File: config.mk
export PLATFORM = sky130hd
export DESIGN_NAME = instruction_fetch
export DESIGN_NICKNAME = d
export VERILOG_FILES = /design/src/rtl/instruction_fetch.sv
export SDC_FILE = /design/constraint.sdc
export NUM_CORES = 1
export LEC_CHECK = 0
export CAP_MARGIN = 0
export CORE_UTILIZATION = 47
export DETAILED_ROUTE_END_ITERATION = 16
export PLACE_DENSITY_LB_ADDON = 0.25
export SLEW_MARGIN = 20
export SYNTH_ARGS = -nofsm -noshare
export SYNTH_HDL_FRONTEND = slang
export SYNTH_SLANG_ARGS = --single-unit
export TNS_END_PERCENT = 100
File: constraint.sdc
create_clock -name clk -period 12.94 [get_ports clk]
set_clock_uncertainty 0.15 [all_clocks]
set_input_delay 1.294 -clock clk [delete_from_list [all_inputs] [get_ports clk]]
set_output_delay 1.294 -clock clk [all_outputs]
set_load 0.05 [all_outputs]
File: src/rtl/instruction_fetch.sv
// Instruction fetch: single-outstanding memory requester feeding a 2-entry
// {pc, word} buffer, with redirect support that discards wrong-path fetches.
module instruction_fetch #(
   parameter logic [31:0] RESET_PC = 32'h0000_0000
) (
   input  logic        clk,
   input  logic        reset,
   output logic        mem_req,
   output logic [31:0] mem_addr,
   input  logic        mem_ack,
   input  logic [31:0] mem_rdata,
   output logic        instr_valid,
   input  logic        instr_ready,
   output logic [31:0] instruction,
   output logic [31:0] instr_pc,
   input  logic        redirect,
   input  logic [31:0] redirect_pc
);

   typedef enum logic {RUN, DROP} state_t;

   state_t           state_q, state_d;
   logic [31:0]      fetch_pc_q, fetch_pc_d;
   logic [31:0]      pend_pc_q, pend_pc_d;
   logic [1:0]       count_q, count_d;
   logic [1:0][31:0] pc_q, pc_d;
   logic [1:0][31:0] word_q, word_d;

   logic        push, pop;
   logic [31:0] redir_al;

   assign redir_al    = {redirect_pc[31:2], 2'b00};
   assign mem_req     = !reset && ((state_q == RUN && count_q != 2'd2) || state_q == DROP);
   assign mem_addr    = fetch_pc_q;
   assign instr_valid = !reset && (count_q != 2'd0);
   assign instruction = word_q[0];
   assign instr_pc    = pc_q[0];

   assign push = (state_q == RUN) && mem_req && mem_ack && !redirect;
   assign pop  = instr_valid && instr_ready;

   always_comb begin
      state_d    = state_q;
      fetch_pc_d = fetch_pc_q;
      pend_pc_d  = pend_pc_q;
      count_d    = count_q;
      pc_d       = pc_q;
      word_d     = word_q;

      // A pop in a redirect cycle is still delivered; everything else is flushed.
      if (redirect) begin
         count_d = 2'd0;
      end else begin
         case ({push, pop})
            2'b10: begin
               if (count_q == 2'd0) begin
                  pc_d[0] = fetch_pc_q;
                  word_d[0] = mem_rdata;
               end else begin
                  pc_d[1] = fetch_pc_q;
                  word_d[1] = mem_rdata;
               end
               count_d = count_q + 2'd1;
            end
            2'b01: begin
               pc_d[0]   = pc_q[1];
               word_d[0] = word_q[1];
               count_d   = count_q - 2'd1;
            end
            2'b11: begin
               if (count_q == 2'd2) begin
                  pc_d[0]   = pc_q[1];
                  word_d[0] = word_q[1];
                  pc_d[1]   = fetch_pc_q;
                  word_d[1] = mem_rdata;
               end else begin
                  pc_d[0]   = fetch_pc_q;
                  word_d[0] = mem_rdata;
               end
            end
            default: ;
         endcase
      end

      case (state_q)
         RUN: begin
            if (redirect) begin
               // An unacked request cannot be withdrawn; wait it out in DROP.
               if (mem_req && !mem_ack) begin
                  pend_pc_d = redir_al;
                  state_d   = DROP;
               end else begin
                  fetch_pc_d = redir_al;
               end
            end else if (push) begin
               fetch_pc_d = fetch_pc_q + 32'd4;
            end
         end
         DROP: begin
            if (mem_ack) begin
               fetch_pc_d = redirect ? redir_al : pend_pc_q;
               state_d    = RUN;
            end else if (redirect) begin
               pend_pc_d = redir_al;
            end
         end
         default: state_d = RUN;
      endcase
   end

   always_ff @(posedge clk) begin
      if (reset) begin
         state_q    <= RUN;
         fetch_pc_q <= RESET_PC;
         count_q    <= 2'd0;
      end else begin
         state_q    <= state_d;
         fetch_pc_q <= fetch_pc_d;
         pend_pc_q  <= pend_pc_d;
         count_q    <= count_d;
         pc_q       <= pc_d;
         word_q     <= word_d;
      end
   end

endmodule
==> results of run 1 <==
## final timing paths
kind                 start           end  slack (ps)  depth (start not counted)
setup / recovery     reset   instr_pc[6]        8020                          7
hold / removal    pc_q[50]  instr_pc[18]         380                          1
setup reg to reg   state_q   instr_pc[6]        8990                          5
hold reg to reg   pc_q[50]  instr_pc[18]         380                          1
## cell type report
| class | count | area (um^2) |
|---|---|---|
| Inverter | 10 | 37.5 |
| Clock buffer | 17 | 425 |
| Clock inverter | 15 | 174 |
| Sequential cell | 195 | 5510 |
| Fill cell | 1430 | 7430 |
| Timing Repair Buffer | 174 | 1720 |
| Tap cell | 229 | 287 |
| Multi-Input combinational cell | 426 | 2700 |
## metrics by stage
stage | total power [mW] | cells | area [um^2] | utilization, % | setup WS [ps]
2_1_floorplan | 0.816 | 743 | 8900 | - | 2600
3_3_place_gp | 0.869 | 1034 | 10200 | 56.0 | 7280
3_5_place_dp | 0.874 | 1034 | 10200 | 56.1 | 7640
4_1_cts | 1.41 | 1066 | 10800 | 59.3 | 8100
5_1_grt | 1.44 | 1066 | 10800 | 59.3 | 7860
6_report | 1.40 | 1066 | 10800 | 59.3 | 8020
## logic make-up after synthesis
kind of cell | count (synthesis)
AOI/OAI and AO/OA | 184
xor gates and xnor gates | 3
adders and majority gates | 5
buffers and inverters | 122
DFF | 195
muxes | 10
and+or+nand+nor | 224
## registers in the layout (all words and copies together), names as in the netlist
register / count
mem_addr: 32
state_q: 1
pend_pc_q: 32
instr_pc: 32
word_q: 32
count_q: 2
pc_q: 32
instruction: 32
## metal layers
metal  vias up  GRT usage, %  share of wire (%)
li1       2901             -                  -
met1      2926          29.9                 46
met2       287          33.0                 46
met3        19          4.34                6.9
met4         0          7.29                1.4
met5         -             0                  0
## where the power goes
part | switching [mW] | internal, mW
logic | 0.0842 | 0.0618
registers | 0.0209 | 0.694
clock network | 0.243 | 0.291
total | 0.348 | 1.05
## worst register-to-register path, cell delays in order (launching register included)
cell	delay [ps]
sky130_fd_sc_hd__dfxtp_1	560
sky130_fd_sc_hd__nor3_2	810
sky130_fd_sc_hd__nand3_1	530
sky130_fd_sc_hd__ha_1	380
sky130_fd_sc_hd__a2111oi_2	360
sky130_fd_sc_hd__buf_4	700
## cells in the final DEF (no fill, tap or decap), types with 11 or more instances in the layout
master	n
sky130_fd_sc_hd__a22o_1	76
sky130_fd_sc_hd__nand2_1	125
sky130_fd_sc_hd__dfxtp_1	35
sky130_fd_sc_hd__nand4_1	11
sky130_fd_sc_hd__o21ai_0	17
sky130_fd_sc_hd__nor2_1	30
sky130_fd_sc_hd__edfxtp_1	160
sky130_fd_sc_hd__clkdlybuf4s50_1	164
sky130_fd_sc_hd__o211ai_1	13
sky130_fd_sc_hd__a21oi_1	23
sky130_fd_sc_hd__clkbuf_16	17
sky130_fd_sc_hd__nand3_1	15
==> run metrics, run 1 <==
static leakage approximately 3.8 nW; timing-limited maximum frequency 203 MHz; post-route clock period utilization approximately two fifths; aggregate negative setup slack 0 ps; layout cells sized above 1 7.17%; Setup-failing EPs final 0; XOR/XNOR Fraction of Synth Area less than 1%; count of flip-flops with a built-in enable after synthesis 160; data arrival time of the critical path about 4800 ps; clock transition at the registers of the reported paths roughly 70 ps; cell at the root of the clock tree sky130_fd_sc_hd__clkbuf_16; worst setup path class primary input to register; post-synth cell types between 60 and 70; antenna violations before repair 0; Num CTS Buffers 17; setup repair after global routing missed its margin false; FP Rows 49; number of synthesized register bits between 150 and 200; number of nets with antenna violations after detailed routing 0; crit start category primary input; pin count of the biggest net entering global routing 65; Post-Syn Area per Cell around 12 um^2; Slowest Stage Delay on Critical Path a little under 800 ps; CTS tree done; number of setup buffers added after CTS 0; insertion delay of the later-clocked pin in the worst-skew pair around 430 ps; type of the tightest min-delay check register to register; multiplexer share of the synthesized area between 1 and 1.5%; GRT Residual Overflow 0; status finished, final reports clean; Max Buffers Root-to-Sink 2; clk sinks just under 200; Total Wirelength ~20 mm; capturing element type of the critical path register; Vert. Die Dim 140 um; first drt pass iteration count 5; area share of fa/ha/maj cells after synthesis less than 1%; DRC 0; ratio of routed vias to standard cells about 5.8; initial core utilization 48.7%; top-area cell type share of the netlist area between 50% and 60%; buffers added on ports roughly 160; final hold slack approximately 380 ps; number of hold-slack violations in the final timing report 0; synthesized-area fraction occupied by ao, oa, aoi and oai cells 15.9%; hpwl dp around 14 mm; largest family of logic cells by synthesized area compound AO/OA/AOI/OAI gates; number of gates resized after CTS 0; Top Family by Delay on Critical Path buffers and inverters; VDD IR-drop max between 0.0001 and 0.00015 V; io pins 167; area of the die 19500 um^2; routed via count ~6k; Die Wd roughly 140 um; relative max-transition margin 40.9%; count of maximum capacitance violations 0; net count after synthesis roughly 820; fraction of registers with async set or reset after synthesis 0%; hold-fix buffers at CTS 0; Core Box Area roughly 18000 um^2; yosys warns 0; power per cell area 129 nW/um^2; number of cells produced by synthesis ~740; Placer Congestion between 0.8 and 0.9; mean routed wirelength per cell around 19 um; CTS H-tree depth 4; largest area contributor in the synthesized netlist sky130_fd_sc_hd__edfxtp_1; first-pass GRT wire length between 30 and 40 mm; most frequently used flop master after synthesis sky130_fd_sc_hd__edfxtp_1; count of routing violations after the opening detailed-route iteration 520; area grow syn2layout 21.9%; biggest area contributors in the synthesized netlist sky130_fd_sc_hd__edfxtp_1 54%, sky130_fd_sc_hd__dfxtp_1 7.9%, sky130_fd_sc_hd__a22o_1 7.5%; Final Critical Period just under 5000 ps; total global routing track utilization 21.3%; CP bufs+invs 3; worst slew pin tran 868 ps; antenna diode count 0; number of global-route vias before repair around 5.9k; final-report max-slew violation count 0; most frequently used cell type in the post-synthesis netlist sky130_fd_sc_hd__edfxtp_1; most instantiated cells after synthesis 160 x sky130_fd_sc_hd__edfxtp_1, 125 x sky130_fd_sc_hd__nand2_1, 76 x sky130_fd_sc_hd__a22o_1, 66 x sky130_fd_sc_hd__buf_4, 35 x sky130_fd_sc_hd__dfxtp_1; Crit-path slowest cell sky130_fd_sc_hd__nor3_2; part of the Yosys area used for sequential elements about three fifths; top fanout value on the critical path 64; dominant cell type by count on the critical path sky130_fd_sc_hd__buf_4; simple-gate area share of the yosys netlist around an eighth; post-synthesis instance area 8900 um^2; required time of the critical path 12850 ps; Net count, final between 800 and 900; cell chain of the critical path clkdlybuf4s50_1 -> buf_4 -> nor3_2 -> nand3_1 -> ha_1 -> a2111oi_2 -> buf_4
(Power assumes the default switching activity.)
==> run 2: changes to the inputs <==
--- a/config.mk
+++ b/config.mk
@@ -6,7 +6,7 @@
 export NUM_CORES = 1
 export LEC_CHECK = 0
 export CAP_MARGIN = 0
-export CORE_UTILIZATION = 47
+export CORE_UTILIZATION = 52
 export DETAILED_ROUTE_END_ITERATION = 16
 export PLACE_DENSITY_LB_ADDON = 0.25
 export SLEW_MARGIN = 20
==> constraint.sdc (replaced) <==
create_clock -name clk -period 5.1 [get_ports clk]
set_clock_uncertainty 0.15 [all_clocks]
set_input_delay 0.51 -clock clk [delete_from_list [all_inputs] [get_ports clk]]
set_output_delay 0.51 -clock clk [all_outputs]
set_load 0.05 [all_outputs]
==> run 2 against run 1 <==
  * Combinational power grew to 2.5 times the previous value
  * Register-to-register slack worse by 7500 ps
  * Critical path depth is 1 higher
==> run metrics, run 2 (synthesized netlist as in run 1, its figures left out) <==
status finished, final reports clean; DRC 0; total area of sequential cells ~5500 um^2; CTS tree done; initial core utilization around 53%; timing-limited maximum frequency roughly 280 MHz; antenna violations before repair 0; Final Critical Period 3580 ps; VDD IR-drop max roughly 0.00026 V; count of maximum capacitance violations 0; setup repair after global routing missed its margin false; type of the tightest min-delay check register to register; capturing element type of the critical path register; pin count of the biggest net entering global routing 65; first-pass GRT wire length 30.3 mm; total of fill cells in the finished design about 1.2k; FP Rows between 40 and 50; area grow syn2layout 21.5%; worst slack after detailed placement about 1300 ps; fin util between 60 and 70%; Max Buffers Root-to-Sink 2; leading cell type in the layout, fill and taps excluded sky130_fd_sc_hd__clkdlybuf4s50_1; count of routing violations after the opening detailed-route iteration between 400 and 500; Num CTS Buffers 17; area of the die around 18000 um^2; cell at the root of the clock tree sky130_fd_sc_hd__clkbuf_16; power per cell area 317 nW/um^2; Top Family by Delay on Critical Path compound AO/OA/AOI/OAI gates; commonest cells after routing, fill and taps aside 164 x sky130_fd_sc_hd__clkdlybuf4s50_1, 160 x sky130_fd_sc_hd__edfxtp_1, 125 x sky130_fd_sc_hd__nand2_1, 76 x sky130_fd_sc_hd__a22o_1, 35 x sky130_fd_sc_hd__dfxtp_1; final-report max-slew violation count 0; CTS H-tree depth 4; Slowest Stage Delay on Critical Path around 690 ps; cell chain of the critical path nor3_1 -> buf_4 -> nand3_1 -> inv_2 -> ha_1 -> o21ai_0 -> a211oi_4 -> buf_4; first drt pass iteration count 5; post-route clock period utilization a little over two thirds; number of nets with antenna violations after detailed routing 0; top fanout value on the critical path 19; ratio of routed vias to standard cells roughly 6; worst slew pin tran roughly 1100 ps; insertion delay of the later-clocked pin in the worst-skew pair around 430 ps; number of hold-slack violations in the final timing report 0; number of setup buffers added after CTS 0; post-layout worst setup margin ~1500 ps; data arrival time of the critical path roughly 3600 ps; routed via count around 6.2k; Die Wd about 130 um; required time of the critical path 5070 ps; Placer Congestion just over 0.8; number of gates resized after CTS 0; layout cells sized above 1 between 7 and 8%; total global routing track utilization around 22%; Crit-path slowest cell sky130_fd_sc_hd__a211oi_4; static leakage 3.73 nW; min-delay src pc_q[53]; hpwl dp about 13 mm; antenna diode count 0; worst setup path class register to register; mean routed wirelength per cell about 18 um; Vert. Die Dim between 100 and 150 um; area used by multi-input combinational logic ~2700 um^2; number of global-route vias before repair around 5.6k; GRT Residual Overflow 0; worst r2r src state_q; Net count, final around 900; CP bufs+invs 3; buffers added on ports approximately 160; relative max-transition margin 25.4%; io pins approximately 170; Total Wirelength ~19 mm; dominant cell type by count on the critical path sky130_fd_sc_hd__buf_4; launch point of the worst path state_q; hold-fix buffers at CTS 0; aggregate negative setup slack 0 ps; clk sinks roughly 200; crit start category register; Core Box Area ~17000 um^2; clock transition at the registers of the reported paths about 70 ps; Setup-failing EPs final 0
## run 2: cell types whose count changed in the layout (fill, tap and decap cells not counted), sizes merged
cell,change
clkinvlp,+3
inv,-1
bufinv,-2
## run 2: metrics by stage
stage                     hold slack [ps]  instance area [um^2]  power, mW  std cells
after floorplan                       347                  8930       2.07        743
after global placement                364                 10200       2.21       1025
after detailed placement              367                 10200       2.22       1025
after CTS                             382                 10800       3.44       1057
after global routing                  398                 10800       3.53       1057
final                                 382                 10800       3.43       1057
## run 2: area by class of cell
cell class	count	area share, %
Tap cell	220	2.55
Timing Repair Buffer	174	16.0
Clock inverter	15	1.16
Multi-Input combinational cell	426	25.1
Clock buffer	17	3.94
Inverter	10	0.347
Sequential cell	195	50.9
## run 2: final timing paths
| path | to | slack (ps) | cells after the start |
|---|---|---|---|
| min reg2reg | instr_pc[21] | 380 | 1 |
| max reg2reg | word_q[51] | 1520 | 8 |
| max | word_q[51] | 1520 | 8 |
| min | instr_pc[21] | 380 | 1 |
## run 2: layer usage
layer / part of all wire [%] / vias to the layer above / GRT usage (%)
met5: 0 / - / 0
met3: 6.6 / 36 / 3.79
met2: 46 / 279 / 33.9
li1: - / 2886 / -
met1: 45 / 2960 / 31.9
met4: 2.0 / 0 / 8.11
## run 2: where the power goes
part / internal (mW) / switching (mW) / total [mW]
clock: 0.637 / 0.606 / 1.24
sequential: 1.76 / 0.0558 / 1.82
combinational: 0.158 / 0.211 / 0.369
total: 2.55 / 0.873 / 3.43
==> run 3: changes to the inputs <==
--- a/config.mk
+++ b/config.mk
@@ -6,7 +6,7 @@
 export NUM_CORES = 1
 export LEC_CHECK = 0
 export CAP_MARGIN = 0
-export CORE_UTILIZATION = 52
+export CORE_UTILIZATION = 47
 export DETAILED_ROUTE_END_ITERATION = 16
 export PLACE_DENSITY_LB_ADDON = 0.25
 export SLEW_MARGIN = 20
==> constraint.sdc (replaced) <==
create_clock -name clk -period 3.2 [get_ports clk]
set_clock_uncertainty 0.15 [all_clocks]
set_input_delay 0.32 -clock clk [delete_from_list [all_inputs] [get_ports clk]]
set_output_delay 0.32 -clock clk [all_outputs]
set_load 0.05 [all_outputs]
==> run 3 against run 2 <==
  * Sequential power is 59% higher
  * Highest routed layer unchanged
  * Global-route usage is 0.83 points lower
  * Critical endpoint is now word_q[63]
  * Non-clock buffer count is 12 higher
  * Critical path depth is 1 lower
  * Total power is 66% higher
  * Worst setup slack worse by 880 ps
  * Maximum frequency is 40% higher
  * Via count is 0.63% lower
==> run metrics, run 3 (synthesized netlist as in run 1, its figures left out) <==
Max Buffers Root-to-Sink 2; antenna violations before repair 0; crit start category register; net switching component of the power approximately 1.4 mW; hpwl dp around 14 mm; Total Wirelength 20.2 mm; required time of the critical path 3140 ps; static leakage 3.85 nW; leading cell type in the layout, fill and taps excluded sky130_fd_sc_hd__clkdlybuf4s50_1; total global routing track utilization around a fifth; CTS tree done; number of nets with antenna violations after detailed routing 0; first drt pass iteration count 6; clk sinks 195; number of global-route vias before repair 5764; area grow syn2layout 24.4%; top fanout value on the critical path 64; cell at the root of the clock tree sky130_fd_sc_hd__clkbuf_16; Int Pwr between 4 and 5 mW; fin util between 60% and 70%; capturing element type of the critical path register; buffers added on ports between 150 and 200; Core Box Area approximately 18000 um^2; Logic pwr share 10.8%; DRC 0; CTS H-tree depth 4; io pins 167; routed via count 6122; number of setup buffers added after CTS 0; area of the die ~20000 um^2; Setup-failing EPs final 0; count of maximum capacitance violations 0; pin count of the biggest net entering global routing between 60 and 70; ratio of routed vias to standard cells between 5 and 6; count of routing violations after the opening detailed-route iteration about 490; GRT Residual Overflow 0; mean routed wirelength per cell 18.7 um; worst slew pin tran around 820 ps; relative max-transition margin between 40% and 50%; Net count, final slightly above 900; share of power burned in the clock network just under 40%; number of hold-slack violations in the final timing report 0; layout cells sized above 1 under 10%; sequential share of power 50.6%; Cell Count Post-Placement between 1k and 1.5k; VDD IR-drop max 0.000340 V; hold-fix buffers at CTS 0; insertion delay of the later-clocked pin in the worst-skew pair about 430 ps; data arrival time of the critical path between 2000 and 2500 ps; aggregate negative setup slack 0 ps; number of non-filler instances in the completed layout around 1.1k; Vert. Die Dim ~140 um; final-report max-slew violation count 0; commonest cells after routing, fill and taps aside 162 x sky130_fd_sc_hd__clkdlybuf4s50_1, 160 x sky130_fd_sc_hd__edfxtp_1, 124 x sky130_fd_sc_hd__nand2_1, 76 x sky130_fd_sc_hd__a22o_1, 34 x sky130_fd_sc_hd__dfxtp_1; Num CTS Buffers 17; Placer Congestion between 0.8 and 0.9; status finished, final reports clean; FP Rows slightly below 50; Switching Share around 25%; first-pass GRT wire length about 32 mm; worst setup path class register to register; type of the tightest min-delay check primary input to register; antenna diode count 0; timing-limited maximum frequency about 390 MHz; number of gates resized after CTS 0; Final Critical Period roughly 2600 ps; clock transition at the registers of the reported paths ~80 ps; power per cell area approximately 520 nW/um^2; total of fill cells in the finished design 1449; Die Wd around 140 um; post-route clock period utilization between 70% and 80%; setup repair after global routing missed its margin false; initial core utilization 48.7%
run 3: changes by cell type in the layout (fill, tap and decap cells not counted), moves of 3 or more:
cell	delta
sky130_fd_sc_hd__inv_8	+3
sky130_fd_sc_hd__buf_12	+4
sky130_fd_sc_hd__clkinvlp_4	-3
sky130_fd_sc_hd__buf_4	+10
run 3: power groups by stage:
stage / logic [mW] / registers, mW / clock network (mW)
floorplan: 0.294 / 3.01 / 0
global placement: 0.602 / 2.94 / 0
detailed placement: 0.614 / 2.94 / 0
CTS: 0.617 / 2.89 / 2.26
global route: 0.658 / 2.90 / 2.36
finish: 0.615 / 2.89 / 2.20
run 3: metal layers:
metal / vias to the layer above / part of all wire, % / GRT usage [%]
met3: 14 / 6.2 / 4.78
li1: 2919 / - / -
met4: 0 / 0.75 / 5.26
met1: 2958 / 48 / 32.1
met5: - / 0 / 0
met2: 231 / 45 / 31.3
run 3: path summary, 6_finish.rpt:
path / end / startpoint / slack (ps) / cells after the start
setup reg to reg: word_q[63] / count_q[0] / 640 / 7
setup / recovery: word_q[63] / count_q[0] / 640 / 7
hold / removal: word_q[34] / mem_rdata[2] / 330 / 1
hold reg to reg: instruction[24] / word_q[56] / 380 / 1
run 3: stage by stage:
| stage | cell area [um^2] | worst slack, ps | hold slack (ps) | total power, mW |
|---|---|---|---|---|
| after floorplan | 9000 | -758 | 269 | 3.30 |
| after global placement | 10500 | 327 | 366 | 3.54 |
| after detailed placement | 10500 | 289 | 368 | 3.56 |
| after CTS | 11100 | 645 | 304 | 5.76 |
| after global routing | 11100 | 471 | 309 | 5.91 |
| final | 11100 | 643 | 327 | 5.70 |
run 3: layout make-up:
class / instances / area, um^2 / share of cell area [%]
clock buffers: 17 / 425 / 3.84
clock inverters: 15 / 190 / 1.72
inverters: 10 / 37.5 / 0.339
multi-input cells: 426 / 2760 / 24.9
flip-flops and latches: 195 / 5510 / 49.7
well taps: 229 / 287 / 2.59
repair buffers: 186 / 1860 / 16.8
run 3: critical path: stages, from the launching register on:
cell and delay, ps:
sky130_fd_sc_hd__dfxtp_2 450, sky130_fd_sc_hd__nand2b_1 290, sky130_fd_sc_hd__nand3_2 120, sky130_fd_sc_hd__inv_2 130
sky130_fd_sc_hd__ha_2 240, sky130_fd_sc_hd__o21ai_0 160, sky130_fd_sc_hd__a211oi_4 270, sky130_fd_sc_hd__buf_12 310
